**src/rtl/seg_sched_pkg.sv**
```systemverilog
// Shared types, segment table and helpers for seg_display_scheduler.
package seg_sched_pkg;

    typedef enum logic [1:0] {
        StIdle = 2'b00,
        StOwn0 = 2'b01,
        StOwn1 = 2'b10
    } sched_state_t;

    // Segments a..g in bits 7..1; bit 0 (dot) is always clear here and filled by the decoder.
    localparam logic [7:0] HexSeg [16] = '{
        8'hFC, 8'h60, 8'hDA, 8'hF2,
        8'h66, 8'hB6, 8'hBE, 8'hE0,
        8'hFE, 8'hF6, 8'hEE, 8'h3E,
        8'h9C, 8'h7A, 8'h9E, 8'h8E
    };

    function automatic logic [1:0] gnt_of(input sched_state_t s);
        case (s)
            StOwn0:  return 2'b01;
            StOwn1:  return 2'b10;
            default: return 2'b00;
        endcase
    endfunction

endpackage

```
**src/rtl/seg_hex_decoder.sv**
```systemverilog
// Combinational hex nibble to active-high abcdefgh decoder with dot and blanking.
module seg_hex_decoder
    import seg_sched_pkg::*;
(
    input  logic [3:0] i_nibble,
    input  logic       i_dot,
    input  logic       i_blank,
    output logic [7:0] o_abcdefgh
);

    logic [7:0] w_pattern;

    assign w_pattern  = HexSeg[i_nibble];
    // A blanked digit still shows its dot.
    assign o_abcdefgh = i_blank ? {7'b0, i_dot} : (w_pattern | {7'b0, i_dot});

endmodule

```
**src/rtl/seg_display_scheduler.sv**
```systemverilog
// Multiplexed 7-segment scheduler: two requesters share the display, switched round-robin per frame.
// Optional leading-zero blanking is enabled by defining SEG_SCHED_ZERO_BLANK_EN.
module seg_display_scheduler
    import seg_sched_pkg::*;
#(
    parameter int unsigned clk_mhz      = 50,
    parameter int unsigned w_digit      = 8,
    parameter int unsigned digit_cycles = clk_mhz * 1000
) (
    input  logic                   clk,
    input  logic                   rst,
    input  logic [1:0]             req,
    input  logic [4*w_digit-1:0]   value0,
    input  logic [4*w_digit-1:0]   value1,
    input  logic [w_digit-1:0]     dots0,
    input  logic [w_digit-1:0]     dots1,
    output logic [1:0]             gnt,
    output logic [7:0]             abcdefgh,
    output logic [w_digit-1:0]     digit
);

    localparam int unsigned PresW = (digit_cycles > 1) ? $clog2(digit_cycles) : 1;
    localparam int unsigned IdxW  = $clog2(w_digit);
    localparam logic [PresW-1:0] PresLast = PresW'(digit_cycles - 1);
    localparam logic [IdxW-1:0]  IdxLast  = IdxW'(w_digit - 1);

    logic [PresW-1:0]     r_presc;
    logic [IdxW-1:0]      r_idx;
    sched_state_t         r_state;
    logic [1:0]           r_gnt;
    logic [4*w_digit-1:0] r_snap_value;
    logic [w_digit-1:0]   r_snap_dots;
    logic [w_digit-1:0]   r_digit;
    logic [7:0]           r_seg;

    logic                 w_tick;
    logic                 w_last;
    sched_state_t         w_state_d;
    logic [IdxW-1:0]      w_idx_d;
    logic                 w_take;
    logic [3:0]           w_nibble;
    logic                 w_dot;
    logic                 w_blank;
    logic [7:0]           w_seg;
    logic [w_digit-1:0]   w_onehot;

    assign w_tick = (r_presc == PresLast);
    assign w_last = (r_idx == IdxLast);

    // Ownership only changes on a tick; while owned, only on the frame-closing tick.
    always_comb begin
        w_state_d = r_state;
        w_idx_d   = r_idx;
        w_take    = 1'b0;
        if (w_tick) begin
            w_idx_d = w_last ? '0 : r_idx + IdxW'(1);
            case (r_state)
                StIdle: begin
                    if (req != 2'b00) begin
                        w_state_d = req[0] ? StOwn0 : StOwn1;
                        w_idx_d   = '0;
                        w_take    = 1'b1;
                    end
                end
                StOwn0: begin
                    if (w_last) begin
                        if (req[1]) begin
                            w_state_d = StOwn1;
                        end else if (!req[0]) begin
                            w_state_d = StIdle;
                        end
                        w_take = (req != 2'b00);
                    end
                end
                StOwn1: begin
                    if (w_last) begin
                        if (req[0]) begin
                            w_state_d = StOwn0;
                        end else if (!req[1]) begin
                            w_state_d = StIdle;
                        end
                        w_take = (req != 2'b00);
                    end
                end
                default: w_state_d = StIdle;
            endcase
        end
    end

    always_ff @(posedge clk) begin
        if (rst) begin
            r_presc      <= '0;
            r_idx        <= '0;
            r_state      <= StIdle;
            r_gnt        <= 2'b00;
            r_snap_value <= '0;
            r_snap_dots  <= '0;
        end else begin
            r_presc <= w_tick ? '0 : r_presc + PresW'(1);
            r_idx   <= w_idx_d;
            r_state <= w_state_d;
            r_gnt   <= gnt_of(w_state_d);
            if (w_take) begin
                r_snap_value <= (w_state_d == StOwn1) ? value1 : value0;
                r_snap_dots  <= (w_state_d == StOwn1) ? dots1 : dots0;
            end
        end
    end

    assign w_nibble = r_snap_value[4*r_idx +: 4];
    assign w_dot    = r_snap_dots[r_idx];
    assign w_onehot = {{(w_digit - 1){1'b0}}, 1'b1} << r_idx;

`ifdef SEG_SCHED_ZERO_BLANK_EN
    logic [w_digit-1:0] w_lead_zero;
    logic               w_run_zero;

    // Digit i is a leading zero when it and every digit above it are zero; digit 0 never blanks.
    always_comb begin
        w_lead_zero = '0;
        w_run_zero  = 1'b1;
        for (int i = int'(w_digit) - 1; i >= 1; i--) begin
            w_run_zero     = w_run_zero & (r_snap_value[4*i +: 4] == 4'h0);
            w_lead_zero[i] = w_run_zero;
        end
    end

    assign w_blank = w_lead_zero[r_idx];
`else
    assign w_blank = 1'b0;
`endif

    seg_hex_decoder u_hex_decoder (
        .i_nibble   (w_nibble),
        .i_dot      (w_dot),
        .i_blank    (w_blank),
        .o_abcdefgh (w_seg)
    );

    always_ff @(posedge clk) begin
        if (rst || (r_state == StIdle)) begin
            r_digit <= '0;
            r_seg   <= '0;
        end else begin
            r_digit <= w_onehot;
            r_seg   <= w_seg;
        end
    end

    assign gnt      = r_gnt;
    assign digit    = r_digit;
    assign abcdefgh = r_seg;

endmodule

```
**config.mk**
```make
export PLATFORM = sky130hd
export DESIGN_NAME = seg_display_scheduler
export DESIGN_NICKNAME = d
export VERILOG_FILES = /design/src/rtl/seg_sched_pkg.sv /design/src/rtl/seg_hex_decoder.sv /design/src/rtl/seg_display_scheduler.sv
export SDC_FILE = /design/constraint.sdc
export NUM_CORES = 1
export LEC_CHECK = 0
export BUFFER_PORTS_ARGS = -buffer_cell sky130_fd_sc_hd__buf_2
export CAP_MARGIN = 10
export CORE_AREA = 4 4 92 94
export CTS_BUF_LIST = sky130_fd_sc_hd__clkbuf_8 sky130_fd_sc_hd__clkbuf_16
export DETAILED_ROUTE_END_ITERATION = 10
export DIE_AREA = 0 0 96 98
export GPL_TIMING_DRIVEN = 0
export HOLD_SLACK_MARGIN = 0.03
export PLACE_DENSITY = 0.83
export SLEW_MARGIN = 20
export SYNTH_ARGS = -nofsm -noshare
export SYNTH_HDL_FRONTEND = slang
export SYNTH_HIERARCHICAL = 1
export SYNTH_SLANG_ARGS = --single-unit
```
**constraint.sdc**
```tcl
create_clock -name clk -period 4.2 [get_ports clk]
set_input_delay 0.21 -clock clk [delete_from_list [all_inputs] [get_ports clk]]
set_output_delay 0.21 -clock clk [all_outputs]
set_load 0.05 [all_outputs]
```
== Yosys cells after proc, flatten, opt, wreduce, memory -nomap -nowiden ==
Memories as Yosys holds them, arrays and structs flattened.
Index checks and enable logic that the tools add are counted.
Operators by class
  eq/ne operators: 6
  shift operators: 2
  bitwise gates (word level): 2
  reductions and logical operators: 5
  multiply operators: 0
  div/mod/pow operators: 0
  magnitude comparators: 2
  multiplexer cells: 24
  add/sub/neg operators: 2
Operators with widths (number)
  $mux W32: 1
  $shiftx A32 B6 Y4: 1
  $mux W8: 3
  $mux W2: 9
  $add A16 B1 Y16 const B: 1
  $eq A16 B16 Y1 const B: 1
  $mux W3: 3
  $or A8 B1 Y8: 1
  $shl A1 B3 Y8 const A: 1
  $pmux W2 S3: 1
  $ge A5 B5 Y1 const B: 1
  $not A4 Y5: 1
  $eq A2 B1 Y1 const B: 2
  $eq A2 B2 Y1 const B: 2
  $lt A3 B4 Y1 const B: 1
  $mux W1: 4
  $pmux W2 S2: 1
  $reduce_or A2 Y1: 2
  $add A3 B1 Y3 const B: 1
  $bmux W1 S3: 1
  $eq A3 B3 Y1 const B: 1
  $logic_not A2 Y1: 1
  $pmux W1 S2: 1
  $reduce_bool A2 Y1: 1
  $logic_or A1 B1 Y1: 1
Storage, ports and cells
  memories: 1
  input port bits: 84
  bits in latches: 0
  RAM bits: 0
  output and inout bits: 18
  register bits: 79
  ROM bits: 128
  logic and storage cells: 52
Memory list
  (no name shown): depth 16, width 8, read ports 1, clocked after Yosys merged registers in 0, wr ports 0, RTL line seg_hex_decoder.sv:13  | assign w_pattern = HexSeg[i_nibble];

== Longest topological paths before layout ==
Gate-level depths: netlist of run 1.
  depth in word-level cells: 7
  mapped depth: 11

== Cells and area by module ==
Netlist of run 1, hierarchy kept.
Modules (own cells, without submodules)
  seg_display_scheduler: times used 1, area each 4149.0 um2, cells each 388, sequential area each 1581.5 um2
  seg_hex_decoder: times used 1, area each 296.5 um2, cells each 34, sequential area each 0.0 um2

== Least setup slack after synthesis of run 1 ==
OpenSTA, ideal clock, no wires.
  path type: reg2reg
  from: register r_idx[0]
  to: register r_snap_dots[0]
  arrival time: 2509 ps
  stages on the path, launching flop included: 12
  setup time: 146 ps
  slack: 1545 ps
  path buffers: 2
  cells stage by stage: dfxtp_1 > ha_1 > ha_1 > nor2b_1 > o21ai_0 > a211o_1 > a22oi_1 > ha_1 > buf_2 > clkbuf_1 > mux2i_1 > a211oi_2
On the way
  word-level cells in the longest chain between the ends: 6
  elaborated cells on any way between the ends: 10
RTL lines
  start: declaration: RTL line seg_display_scheduler.sv:28  | logic [IdxW-1:0] r_idx;
  start signal: assignment: RTL line seg_display_scheduler.sv:100  | r_idx <= w_idx_d;
  $eq A3 B3 Y1 (*): RTL line seg_display_scheduler.sv:48  | assign w_last = (r_idx == IdxLast);
  $mux W2, on equally long branches: RTL line seg_display_scheduler.sv:76, seg_display_scheduler.sv:66
  $pmux W2 S3: RTL line seg_display_scheduler.sv:57  | case (r_state)
  $mux W2: RTL line seg_display_scheduler.sv:55  | if (w_tick) begin
  $eq A2 B2 Y1: RTL line seg_display_scheduler.sv:105  | r_snap_dots <= (w_state_d == StOwn1) ? dots1 : dots0;
  $mux W8: RTL line seg_display_scheduler.sv:105
  end signal: assignment: RTL line seg_display_scheduler.sv:105
  end: declaration: RTL line seg_display_scheduler.sv:32  | logic [w_digit-1:0] r_snap_dots;
Every way passes the cells marked *; elsewhere a longest branch is shown, timed or not.
A chain may end at the register's enable or synchronous reset.

== Worst setup path after layout of run 1 ==
  from: register r_idx[0]
  to: register r_snap_dots[6]
The elaborated chain is that of the path after synthesis.

==> flow_summary.toml, run 1 <==
[critical_path]
r2r-end = "r_snap_dots[6]"
reg2reg_slack_ns = 0.81
worstPathRequired_ns = 4.40
timing.critical_path.slowest_stage_cell = "sky130_fd_sc_hd__clkbuf_1"
cp_common_cell = "sky130_fd_sc_hd__ha_1"
critical_path.endpoint_type = "flip-flop"
critical_path_arrival_ns = 3.60
crit_chain = "ha_1, ha_1, nor2b_1, o21ai_0, a211o_1, a22oi_1, ha_1, buf_2, clkbuf_1, mux2i_1, a211oi_2"
crit_family = "buffers and inverters"
setup.worst_path.class = "flip-flop to flip-flop"
critical_path_peak_fanout = 10
critical_path.startpoint_type = "flip-flop"
critical_path.reg2reg.startpoint = "r_idx[0]"
worst_reg2reg_path_length_in_cells = 11
critical_path_buf_inv_count = 2
timing.critical_path.slowest_cell_delay_ns = 0.60

[place]
gp_routability_congestion = 0.919
portBuffers = 100
detailed_place_hpwl_microns = 7810
detailed_place.area_sq_um = 5100
place_worst_setup_slack_ns = 0.820

[clock_network]
clk_lat_worst_skew_ns = 0.35
cts_max_path_bufs = 2
cts_tree = "done"
cts_num_sinks = 79
cts_setup_buffers = 0
cts_buffers = 9
ctsRootBufferMaster = "sky130_fd_sc_hd__clkbuf_8"
htree_num_levels = 3
cts_hold_buffers = 0
clk_pin_slew_worst_paths_ns = 0.09
post_cts_resize_count = 0

[sta]
worst_clock_skew_ns = 0.0156
max-slew-margin-rel = 0.490
min_period_over_period = 0.808
setup_tns_ns = 0
hold_violations = 0
timing.final.crit_period_ns = 3.39
layout_setup_ws_ns = 0.806
rsz0062_at_grt = "no"
slew_violations = 0
worst_slew_pin_slew_ns = 0.765
final-setup-viol-count = 0
fmax_mhz = 295

[finish]
seqCellArea_sq_um = 1580
area_growth_syn_to_fin_pct = 19.3
num-nets-final = 641
multi_input_logic_area_sq_um = 2560
fillCellCount = 592
mostFrequentLayoutCell = "sky130_fd_sc_hd__buf_2"
n_antenna_cell = 0
final_cell_mix = "108 x sky130_fd_sc_hd__buf_2, 79 x sky130_fd_sc_hd__dfxtp_1, 46 x sky130_fd_sc_hd__a21oi_1"
drive_gt1_frac = 0.377
post_route_cell_area_sq_um = 5300

[routing]
detailedRoute.firstIterationViolations = 189
viasPerCell = 5.67
dr.pass1.iters = 4
routed_wire_length_per_instance_microns = 16.0
total_via_count_after_detailed_routing = 3662
drt-total-wl_microns = 10300
residual_antenna_violating_net_count_after_detailed_routing = 0
drc = 0

[synthesis]
netlist_instances = 422
synth-edff-count = 0
sequential_to_total_area_share_from_yosys_stat = 0.356
netlist_area_sq_um = 4450
dominantRegCellSynth = "sky130_fd_sc_hd__dfxtp_1"
synth_largest_area_cell = "sky130_fd_sc_hd__dfxtp_1"
postSynthRegisterBits = 79
yosys-top-cells-area = "sky130_fd_sc_hd__dfxtp_1 36%, sky130_fd_sc_hd__a211oi_2 12%, sky130_fd_sc_hd__mux2i_1 9.7%, sky130_fd_sc_hd__mux4_2 5.6%, sky130_fd_sc_hd__a21oi_1 5.2%"
top_cell_type_s_share_of_synthesized_area = 0.356
synth_cell_types = 49
avgSynthCellArea_sq_um = 10.5
ys_warn_count = 6
share_of_synthesized_registers_carrying_an_async_set_or_reset = 0

[global_routing]
wire_length_of_the_first_global_routing_pass_microns = 16400
grt_start_max_net_pins = 13
globalRouteTotalUtil = 0.219
first_global_vias = 3511
antenna_found_initial = 0
grt_remaining_overflow = 0

[power_and_ir_drop]
comb_power_share = 0.066
p_leak_nw = 2.02
cell_int_power_mw = 1.12
power_switching_mw = 0.320
switching_share = 0.222
areal_power_density_over_the_cells_nw_per_um2 = 272
worst_ir_drop_vdd_v = 0.000153
power_frac_clock = 0.412
p_total_mw = 1.44
power.sequential.fraction = 0.523

[die]
die_width_microns = 96
num_rows = 32
die_area_sq_um = 9410
start_util = 0.581
core_region_area_sq_um = 7650
ios = 102
floorplan.die.height_microns = 98

[worst_hold_path]
hold_path.startpoint = "value0[27]"
hold_path.class = "input port to flip-flop"
hold_path_depth = 3
worst_hold_path.endpoint = "r_snap_value[27]"

[flow_run]
cap_viol_max_count = 0

[status]
outcome = "complete, no violations"
## routing by layer
layer / GRT usage / vias to the layer above / wire length, microns / share of wire
met4: 0.0602 / 0 / 151 / 0.015
met1: 0.281 / 1755 / 4440 / 0.43
met5: 0 / - / 0 / 0
met2: 0.371 / 116 / 5180 / 0.50
met3: 0.0416 / 13 / 562 / 0.054
li1: - / 1778 / - / -
## power by group through the flow
stage	Sequential (mW)	Combinational, mW	Clock (mW)
after floorplan	0.770	0.0436	0
after global placement	0.770	0.0911	0
after detailed placement	0.771	0.0937	0
after CTS	0.753	0.0947	0.602
after global routing	0.753	0.105	0.633
final	0.753	0.0948	0.593
## cell usage after synthesis, types with 2 or more instances
library cell,instances
sky130_fd_sc_hd__mux2_2,6
sky130_fd_sc_hd__nand3_1,7
sky130_fd_sc_hd__o31ai_1,2
sky130_fd_sc_hd__and4bb_2,2
sky130_fd_sc_hd__o21ai_0,3
sky130_fd_sc_hd__buf_12,5
sky130_fd_sc_hd__a211oi_2,41
sky130_fd_sc_hd__a211oi_1,2
sky130_fd_sc_hd__nand4_2,2
sky130_fd_sc_hd__and3_1,6
sky130_fd_sc_hd__xnor2_1,12
sky130_fd_sc_hd__inv_1,13
sky130_fd_sc_hd__buf_4,3
sky130_fd_sc_hd__buf_2,8
sky130_fd_sc_hd__xor2_1,2
sky130_fd_sc_hd__a31o_2,2
sky130_fd_sc_hd__nor3b_1,2
sky130_fd_sc_hd__and2_1,13
sky130_fd_sc_hd__buf_6,6
sky130_fd_sc_hd__nand4_1,5
sky130_fd_sc_hd__nand2_1,9
sky130_fd_sc_hd__ha_1,18
sky130_fd_sc_hd__dfxtp_1,79
sky130_fd_sc_hd__a21oi_1,46
sky130_fd_sc_hd__nor4_1,4
sky130_fd_sc_hd__nor3_1,7
sky130_fd_sc_hd__nor2_1,32
sky130_fd_sc_hd__mux4_2,11
sky130_fd_sc_hd__clkbuf_1,11
sky130_fd_sc_hd__mux2i_1,43
sky130_fd_sc_hd__nor2b_1,2
## per-stage QoR
step,std cells,hold slack (ns),util
3_3_place_gp,630,0.429,0.666
6_report,646,0.231,0.693
5_1_grt,646,0.245,0.693
2_1_floorplan,428,0.417,-
4_1_cts,646,0.223,0.693
3_5_place_dp,630,0.435,0.666
## layout make-up
cell class              instances  area share
repair buffers                100      0.0944
flip-flops and latches         79       0.298
well taps                     102      0.0241
plain buffers                  34      0.0522
clock inverters                 7      0.0153
clock buffers                   9      0.0234
inverters                      13     0.00920
multi-input cells             302       0.483
## logic make-up after synthesis
family,count (synthesis),share of synthesized area
mux,61,0.170
other cells,1,0.000844
fa+ha+maj,18,0.0507
compound gates,105,0.200
simple gates,97,0.122
buf+inv,47,0.0732
flops,79,0.356
xor+xnor,14,0.0276
## state kept, by name, summed over array words and instances, names as in the netlist
register      cells
abcdefgh          8
r_presc          16
r_snap_dots       8
r_state           2
digit             8
r_idx             3
r_snap_value     32
gnt               2
## how the worst max path moves through the flow
stage,start,slack (ns),cells past startpoint,to
6_report,r_idx[0],0.81,11,r_snap_dots[6]
5_1_grt,r_idx[0],0.59,11,r_snap_dots[6]
4_1_cts,r_idx[0],0.82,11,r_snap_dots[6]
3_5_place_dp,r_idx[0],0.82,11,r_snap_dots[6]
3_3_place_gp,r_idx[0],0.97,11,r_snap_value[0]
2_1_floorplan,r_idx[0],1.55,11,r_snap_dots[0]
## worst register-to-register path: cells and delay by family (launching register included)
kind / cells / cell delay (ns)
muxes: 1 / 0.43
DFF: 1 / 0.51
and+or+nand+nor: 1 / 0.15
AOI/OAI and AO/OA: 4 / 0.66
adders and majority gates: 3 / 0.72
buffers and inverters: 2 / 0.78
No activity file was read; power rests on OpenSTA's default activity.
==> inputs of run 2 (changes only) <==
--- a/config.mk
+++ b/config.mk
@@ -5,15 +5,16 @@
 export SDC_FILE = /design/constraint.sdc
 export NUM_CORES = 1
 export LEC_CHECK = 0
+export ABC_AREA = 1
 export BUFFER_PORTS_ARGS = -buffer_cell sky130_fd_sc_hd__buf_2
 export CAP_MARGIN = 10
-export CORE_AREA = 4 4 92 94
+export CORE_AREA = 4 4 97 99
 export CTS_BUF_LIST = sky130_fd_sc_hd__clkbuf_8 sky130_fd_sc_hd__clkbuf_16
 export DETAILED_ROUTE_END_ITERATION = 10
-export DIE_AREA = 0 0 96 98
+export DIE_AREA = 0 0 101 103
 export GPL_TIMING_DRIVEN = 0
 export HOLD_SLACK_MARGIN = 0.03
-export PLACE_DENSITY = 0.83
+export PLACE_DENSITY = 0.77
 export SLEW_MARGIN = 20
 export SYNTH_ARGS = -nofsm -noshare
 export SYNTH_HDL_FRONTEND = slang
==> constraint.sdc (replaced) <==
create_clock -name clk -period 3.2 [get_ports clk]
set_input_delay 0.16 -clock clk [delete_from_list [all_inputs] [get_ports clk]]
set_output_delay 0.16 -clock clk [all_outputs]
set_load 0.05 [all_outputs]
==> flow_summary.toml, run 2 <==
[synthesis]
yosys-top-cells-area = "sky130_fd_sc_hd__dfxtp_1 35%, sky130_fd_sc_hd__nand2_1 19%, sky130_fd_sc_hd__nor2_1 6.3%, sky130_fd_sc_hd__a21oi_1 5.8%, sky130_fd_sc_hd__nand3_1 5.2%"
netlist_instances = 687
syn_nets = 789
ys_warn_count = 6
synth.area.mux_share = 0
synth_simple_gate_area_share = 0.382
top_cell_type_s_share_of_synthesized_area = 0.347
yosys.area_share.xor_xnor = 0.00960
yosys.area_share.adder = 0.0494
synth-edff-count = 0
avgSynthCellArea_sq_um = 6.64
postSynthRegisterBits = 79
dominantRegCellSynth = "sky130_fd_sc_hd__dfxtp_1"
synth_cell_types = 35
share_of_synthesized_registers_carrying_an_async_set_or_reset = 0
synth_largest_area_cell = "sky130_fd_sc_hd__dfxtp_1"
synth-compound-area-share = 0.114
netlist_area_sq_um = 4560
sequential_to_total_area_share_from_yosys_stat = 0.347
most_repeated_cell_in_the_gate_level_netlist_after_synthesis = "sky130_fd_sc_hd__nand2_1"
synth_commonest_cells = "234 x sky130_fd_sc_hd__nand2_1, 79 x sky130_fd_sc_hd__dfxtp_1, 77 x sky130_fd_sc_hd__nor2_1"
synth_top_family_by_area = "simple AND/OR/NAND/NOR gates"

[clock_network]
ctsRootBufferMaster = "sky130_fd_sc_hd__clkbuf_8"
cts_setup_buffers = 0
cts_hold_buffers = 0
clk_lat_worst_skew_ns = 0.35
clk_pin_slew_worst_paths_ns = 0.08
cts_num_sinks = 79
cts_buffers = 9
cts_max_path_bufs = 2
cts_tree = "done"
htree_num_levels = 3

[global_routing]
antenna_found_initial = 0
grt_start_max_net_pins = 14
wire_length_of_the_first_global_routing_pass_microns = 18700
globalRouteTotalUtil = 0.219
first_global_vias = 4223
grt_remaining_overflow = 0

[routing]
dr.pass1.iters = 5
detailedRoute.firstIterationViolations = 210
residual_antenna_violating_net_count_after_detailed_routing = 0
viasPerCell = 5.12
total_via_count_after_detailed_routing = 4664
drc = 0
drt-total-wl_microns = 11300
routed_wire_length_per_instance_microns = 12.4

[die]
start_util = 0.534
die_area_sq_um = 10400
floorplan.die.height_microns = 103
core_region_area_sq_um = 8550
die_width_microns = 101
ios = 102
num_rows = 34

[critical_path]
worstPathRequired_ns = 3.40
reg2reg_slack_ns = 0.33
critical_path_peak_fanout = 10
critical_path_arrival_ns = 3.08
critical_path.endpoint_type = "flip-flop"
setup.worst_path.class = "flip-flop to flip-flop"
critical_path.startpoint_type = "flip-flop"

[finish]
mostFrequentLayoutCell = "sky130_fd_sc_hd__nand2_1"
area_growth_syn_to_fin_pct = 19.2
largest_register_ff_count = 32
layout.core_utilization = 0.636
n_antenna_cell = 0
drive_gt1_frac = 0.213
layout_top_registers = "r_snap_value (32), r_presc (16)"
num-nets-final = 900
final_cell_mix = "234 x sky130_fd_sc_hd__nand2_1, 109 x sky130_fd_sc_hd__buf_2, 79 x sky130_fd_sc_hd__dfxtp_1"
top_register = "r_snap_value"

[power_and_ir_drop]
comb_power_share = 0.063
power_frac_clock = 0.442
power.sequential.fraction = 0.495
p_leak_nw = 2.39
power_switching_mw = 0.438
switching_share = 0.220
areal_power_density_over_the_cells_nw_per_um2 = 367
cell_int_power_mw = 1.56
worst_ir_drop_vdd_v = 0.000185

[sta]
worst_slew_pin_slew_ns = 0.696
timing.final.crit_period_ns = 2.87
worst_clock_skew_ns = 0.0166
slew_violations = 0
layout_setup_ws_ns = 0.326
setup_tns_ns = 0
rsz0062_at_grt = "no"
fmax_mhz = 348
min_period_over_period = 0.898
final-setup-viol-count = 0
max-slew-margin-rel = 0.536
hold_violations = 0

[status]
outcome = "complete, no violations"

[place]
detailed_place_hpwl_microns = 8770
place_worst_setup_slack_ns = 0.148
gp_routability_congestion = 0.872
portBuffers = 101

[worst_hold_path]
hold_path.class = "input port to flip-flop"

[flow_run]
cap_viol_max_count = 0
==> run 2: cell count changes after synthesis, moves of 9 or more <==
cell / previous run / this run
sky130_fd_sc_hd__nor2_1: 32 / 77
sky130_fd_sc_hd__mux4_2: 11 / 0
sky130_fd_sc_hd__o21ai_0: 3 / 24
sky130_fd_sc_hd__inv_1: 13 / 48
sky130_fd_sc_hd__a211oi_2: 41 / 0
sky130_fd_sc_hd__a21oi_2: 0 / 9
sky130_fd_sc_hd__nand3_1: 7 / 47
sky130_fd_sc_hd__and2_1: 13 / 0
sky130_fd_sc_hd__nand2_1: 9 / 234
sky130_fd_sc_hd__mux2i_1: 43 / 0
sky130_fd_sc_hd__nand3_2: 0 / 11
sky130_fd_sc_hd__xnor2_1: 12 / 2
==> run 2: cell type report <==
class / instances / area, sq um
well taps: 108 / 135
fillers: 804 / 3110
flip-flops and latches: 79 / 1580
repair buffers: 101 / 505
clock inverters: 7 / 114
inverters: 53 / 206
multi-input cells: 519 / 2530
plain buffers: 35 / 239
clock buffers: 9 / 124
==> run 2: logic make-up (layout without fill, tap and decap cells) <==
group | count (synthesis) | after routing
other | 1 | 1
adder cells (fa/ha/maj) | 18 | 18
XOR/XNOR | 5 | 5
buffers and inverters | 89 | 205
flip-flops | 79 | 79
AO/OA/AOI/OAI | 95 | 95
AND/OR/NAND/NOR | 400 | 400
==> run 2: metal layers <==
metal	share of wire	global-route usage
met5	0	0
met4	0.011	0.0746
met3	0.067	0.0359
met2	0.48	0.367
met1	0.44	0.288
==> run 2: repair_timing <==
item / 4_1_cts / 5_1_grt
setup endpoints to repair: 0 / 19
hold endpoints to repair: 0 / 0
resized for setup: 0 / 4
==> run 2: final timing paths <==
check,depth (start not counted),startpoint,to
max,15,r_idx[0],r_snap_dots[6]
min,5,value0[16],r_snap_value[16]
max reg2reg,15,r_idx[0],r_snap_dots[6]
min reg2reg,1,r_presc[0],r_presc[0]
==> run 2: worst max-delay path, stage by stage, from the launching register on <==
cell,delay [ns]
sky130_fd_sc_hd__dfxtp_1,0.44
sky130_fd_sc_hd__ha_1,0.22
sky130_fd_sc_hd__ha_1,0.30
sky130_fd_sc_hd__nand2_1,0.11
sky130_fd_sc_hd__nand2_1,0.07
sky130_fd_sc_hd__a21oi_1,0.06
sky130_fd_sc_hd__nor2_1,0.09
sky130_fd_sc_hd__nor2_1,0.05
sky130_fd_sc_hd__nor2_1,0.20
sky130_fd_sc_hd__ha_1,0.40
sky130_fd_sc_hd__inv_1,0.22
sky130_fd_sc_hd__clkbuf_2,0.26
sky130_fd_sc_hd__nand2_1,0.13
sky130_fd_sc_hd__nand2_1,0.07
sky130_fd_sc_hd__nand3_2,0.08
sky130_fd_sc_hd__a21oi_2,0.05
==> run 2: power groups by stage <==
stage	Sequential [mW]	Combinational (mW)	Clock [mW]
final	0.988	0.125	0.882
after floorplan	1.01	0.0597	0
after global routing	0.989	0.141	0.941
after CTS	0.989	0.125	0.891
after global placement	1.01	0.122	0
after detailed placement	1.01	0.124	0
==> run 2: metrics by stage <==
stage          power [mW]  area, sq um  hold WS [ns]  cells
3_3_place_gp         1.13         5200         0.441    896
2_1_floorplan        1.07         4560         0.393    687
6_report             2.00         5440         0.174    911
4_1_cts              2.00         5440         0.170    912
3_5_place_dp         1.14         5200         0.449    896
5_1_grt              2.07         5440         0.185    911
==> inputs of run 3 (changes only) <==
--- a/config.mk
+++ b/config.mk
@@ -5,13 +5,12 @@
 export SDC_FILE = /design/constraint.sdc
 export NUM_CORES = 1
 export LEC_CHECK = 0
-export ABC_AREA = 1
 export BUFFER_PORTS_ARGS = -buffer_cell sky130_fd_sc_hd__buf_2
 export CAP_MARGIN = 10
-export CORE_AREA = 4 4 97 99
+export CORE_AREA = 4 4 96 98
 export CTS_BUF_LIST = sky130_fd_sc_hd__clkbuf_8 sky130_fd_sc_hd__clkbuf_16
 export DETAILED_ROUTE_END_ITERATION = 10
-export DIE_AREA = 0 0 101 103
+export DIE_AREA = 0 0 100 102
 export GPL_TIMING_DRIVEN = 0
 export HOLD_SLACK_MARGIN = 0.03
 export PLACE_DENSITY = 0.77
==> flow_summary.toml, run 3 (synthesis results as in run 1) <==
[power_and_ir_drop]
power_frac_clock = 0.454
worst_ir_drop_vdd_v = 0.000229
p_leak_nw = 2.05
areal_power_density_over_the_cells_nw_per_um2 = 379
p_total_mw = 2.04
comb_power_share = 0.061
power.sequential.fraction = 0.485
cell_int_power_mw = 1.60
power_switching_mw = 0.433
switching_share = 0.213

[sta]
layout_setup_ws_ns = 0.277
hold_violations = 0
max-slew-margin-rel = 0.521
final-setup-viol-count = 0
slew_violations = 0
timing.final.crit_period_ns = 2.92
min_period_over_period = 0.913
fmax_mhz = 342
hold-worst-slack_ns = 0.175
worst_clock_skew_ns = 0.0133
worst_slew_pin_slew_ns = 0.718

[clock_network]
cts_buffers = 9
cts_num_sinks = 79
cts_tree = "done"
htree_num_levels = 3
cts_max_path_bufs = 2
clk_lat_worst_skew_ns = 0.35
ctsRootBufferMaster = "sky130_fd_sc_hd__clkbuf_8"
clk_pin_slew_worst_paths_ns = 0.09

[global_routing]
grt_start_max_net_pins = 14
antenna_found_initial = 0
globalRouteTotalUtil = 0.201
wire_length_of_the_first_global_routing_pass_microns = 16500
grt_remaining_overflow = 0
first_global_vias = 3528

[finish]
num-nets-final = 641
post_route_cell_area_sq_um = 5370
final_cell_mix = "110 x sky130_fd_sc_hd__buf_2, 79 x sky130_fd_sc_hd__dfxtp_1, 46 x sky130_fd_sc_hd__a21oi_1"
area_growth_syn_to_fin_pct = 20.8
n_antenna_cell = 0
largest_register_ff_count = 32
drive_gt1_frac = 0.390
top_register = "r_snap_value"
final_cells = 652
mostFrequentLayoutCell = "sky130_fd_sc_hd__buf_2"
layout_top_registers = "r_snap_value (32), r_presc (16)"
fillCellCount = 674

[place]
detailed_place.area_sq_um = 5100
place_worst_setup_slack_ns = -0.0657
gp_routability_congestion = 0.869
portBuffers = 100
detailed_place_hpwl_microns = 7680
post-place-cells = 636

[critical_path]
critical_path_arrival_ns = 3.13
critical_path_peak_fanout = 10
setup.worst_path.class = "flip-flop to flip-flop"
critical_path.endpoint_type = "flip-flop"
timing.critical_path.slowest_stage_cell = "sky130_fd_sc_hd__dfxtp_1"
critical_path.startpoint_type = "flip-flop"
cp_common_cell = "sky130_fd_sc_hd__ha_1"
critical_path_buf_inv_count = 2
timing.critical_path.slowest_cell_delay_ns = 0.50
crit_chain = "ha_1, ha_1, nor2b_1, o21ai_0, a211o_1, a22oi_1, ha_1, buf_2, buf_2, mux2i_1, a211oi_2"
worstPathRequired_ns = 3.40
crit_family = "adder cells"

[die]
ios = 102
start_util = 0.525
core_region_area_sq_um = 8470
die_area_sq_um = 10200
die_width_microns = 100
num_rows = 34
floorplan.die.height_microns = 102

[routing]
dr.pass1.iters = 5
residual_antenna_violating_net_count_after_detailed_routing = 0
drc = 0
viasPerCell = 5.49
routed_wire_length_per_instance_microns = 15.6
total_via_count_after_detailed_routing = 3580
detailedRoute.firstIterationViolations = 125
drt-total-wl_microns = 10200

[status]
outcome = "complete, no violations"

[flow_run]
cap_viol_max_count = 0

[worst_hold_path]
hold_path.class = "input port to flip-flop"
-- run 3: final cells by class --
class,count,area (sq um),share of cell area
Clock inverter,5,104,0.0193
Clock buffer,11,151,0.0282
Tap cell,108,135,0.0252
Inverter,13,48.8,0.00909
Multi-Input combinational cell,302,2560,0.477
Buffer,34,287,0.0534
Sequential cell,79,1580,0.295
Timing Repair Buffer,100,500,0.0932
-- run 3: routing by layer --
layer | track usage | wire length, microns | up-vias | share of wire
li1 | - | - | 1768 | -
met1 | 0.250 | 4370 | 1685 | 0.43
met2 | 0.351 | 5090 | 111 | 0.50
met3 | 0.0369 | 541 | 16 | 0.053
met4 | 0.0756 | 180 | 0 | 0.018
met5 | 0 | 0 | - | 0
-- run 3: through the flow --
step / TNS (ns) / utilization
after floorplan: 0 / -
after global placement: -0.0370 / 0.603
after detailed placement: -0.436 / 0.603
after CTS: 0 / 0.634
after global routing: -0.000689 / 0.634
final: 0 / 0.634
-- run 3: path summary, 6_finish.rpt --
path | from | to | slack, ns | depth (start not counted)
worst max-delay path | r_idx[0] | r_snap_value[2] | 0.28 | 11
worst min-delay path | value0[25] | r_snap_value[25] | 0.17 | 3
worst max register to register | r_idx[0] | r_snap_value[2] | 0.28 | 11
worst min register to register | r_presc[0] | r_presc[0] | 0.48 | 1
-- run 3: power groups by stage --
stage	Sequential [mW]	Clock [mW]	Combinational, mW
floorplan	1.01	0	0.0572
global placement	1.01	0	0.120
detailed placement	1.01	0	0.123
CTS	0.988	0.944	0.125
global route	0.989	0.976	0.138
finish	0.988	0.924	0.124
-- run 3: what timing repair did --
action	in CTS	in global routing
gates cloned	0	0
endpoints found under the setup margin	19	11
setup buffers	0	0
gates resized for setup	4	6
hold buffers	0	0
-- run 3: tightest hold or removal path, delay by kind of cell --
family,cells,cell delay (ns)
AO/OA/AOI/OAI,1,0.08
multiplexers,1,0.14
buffers and inverters,1,0.10
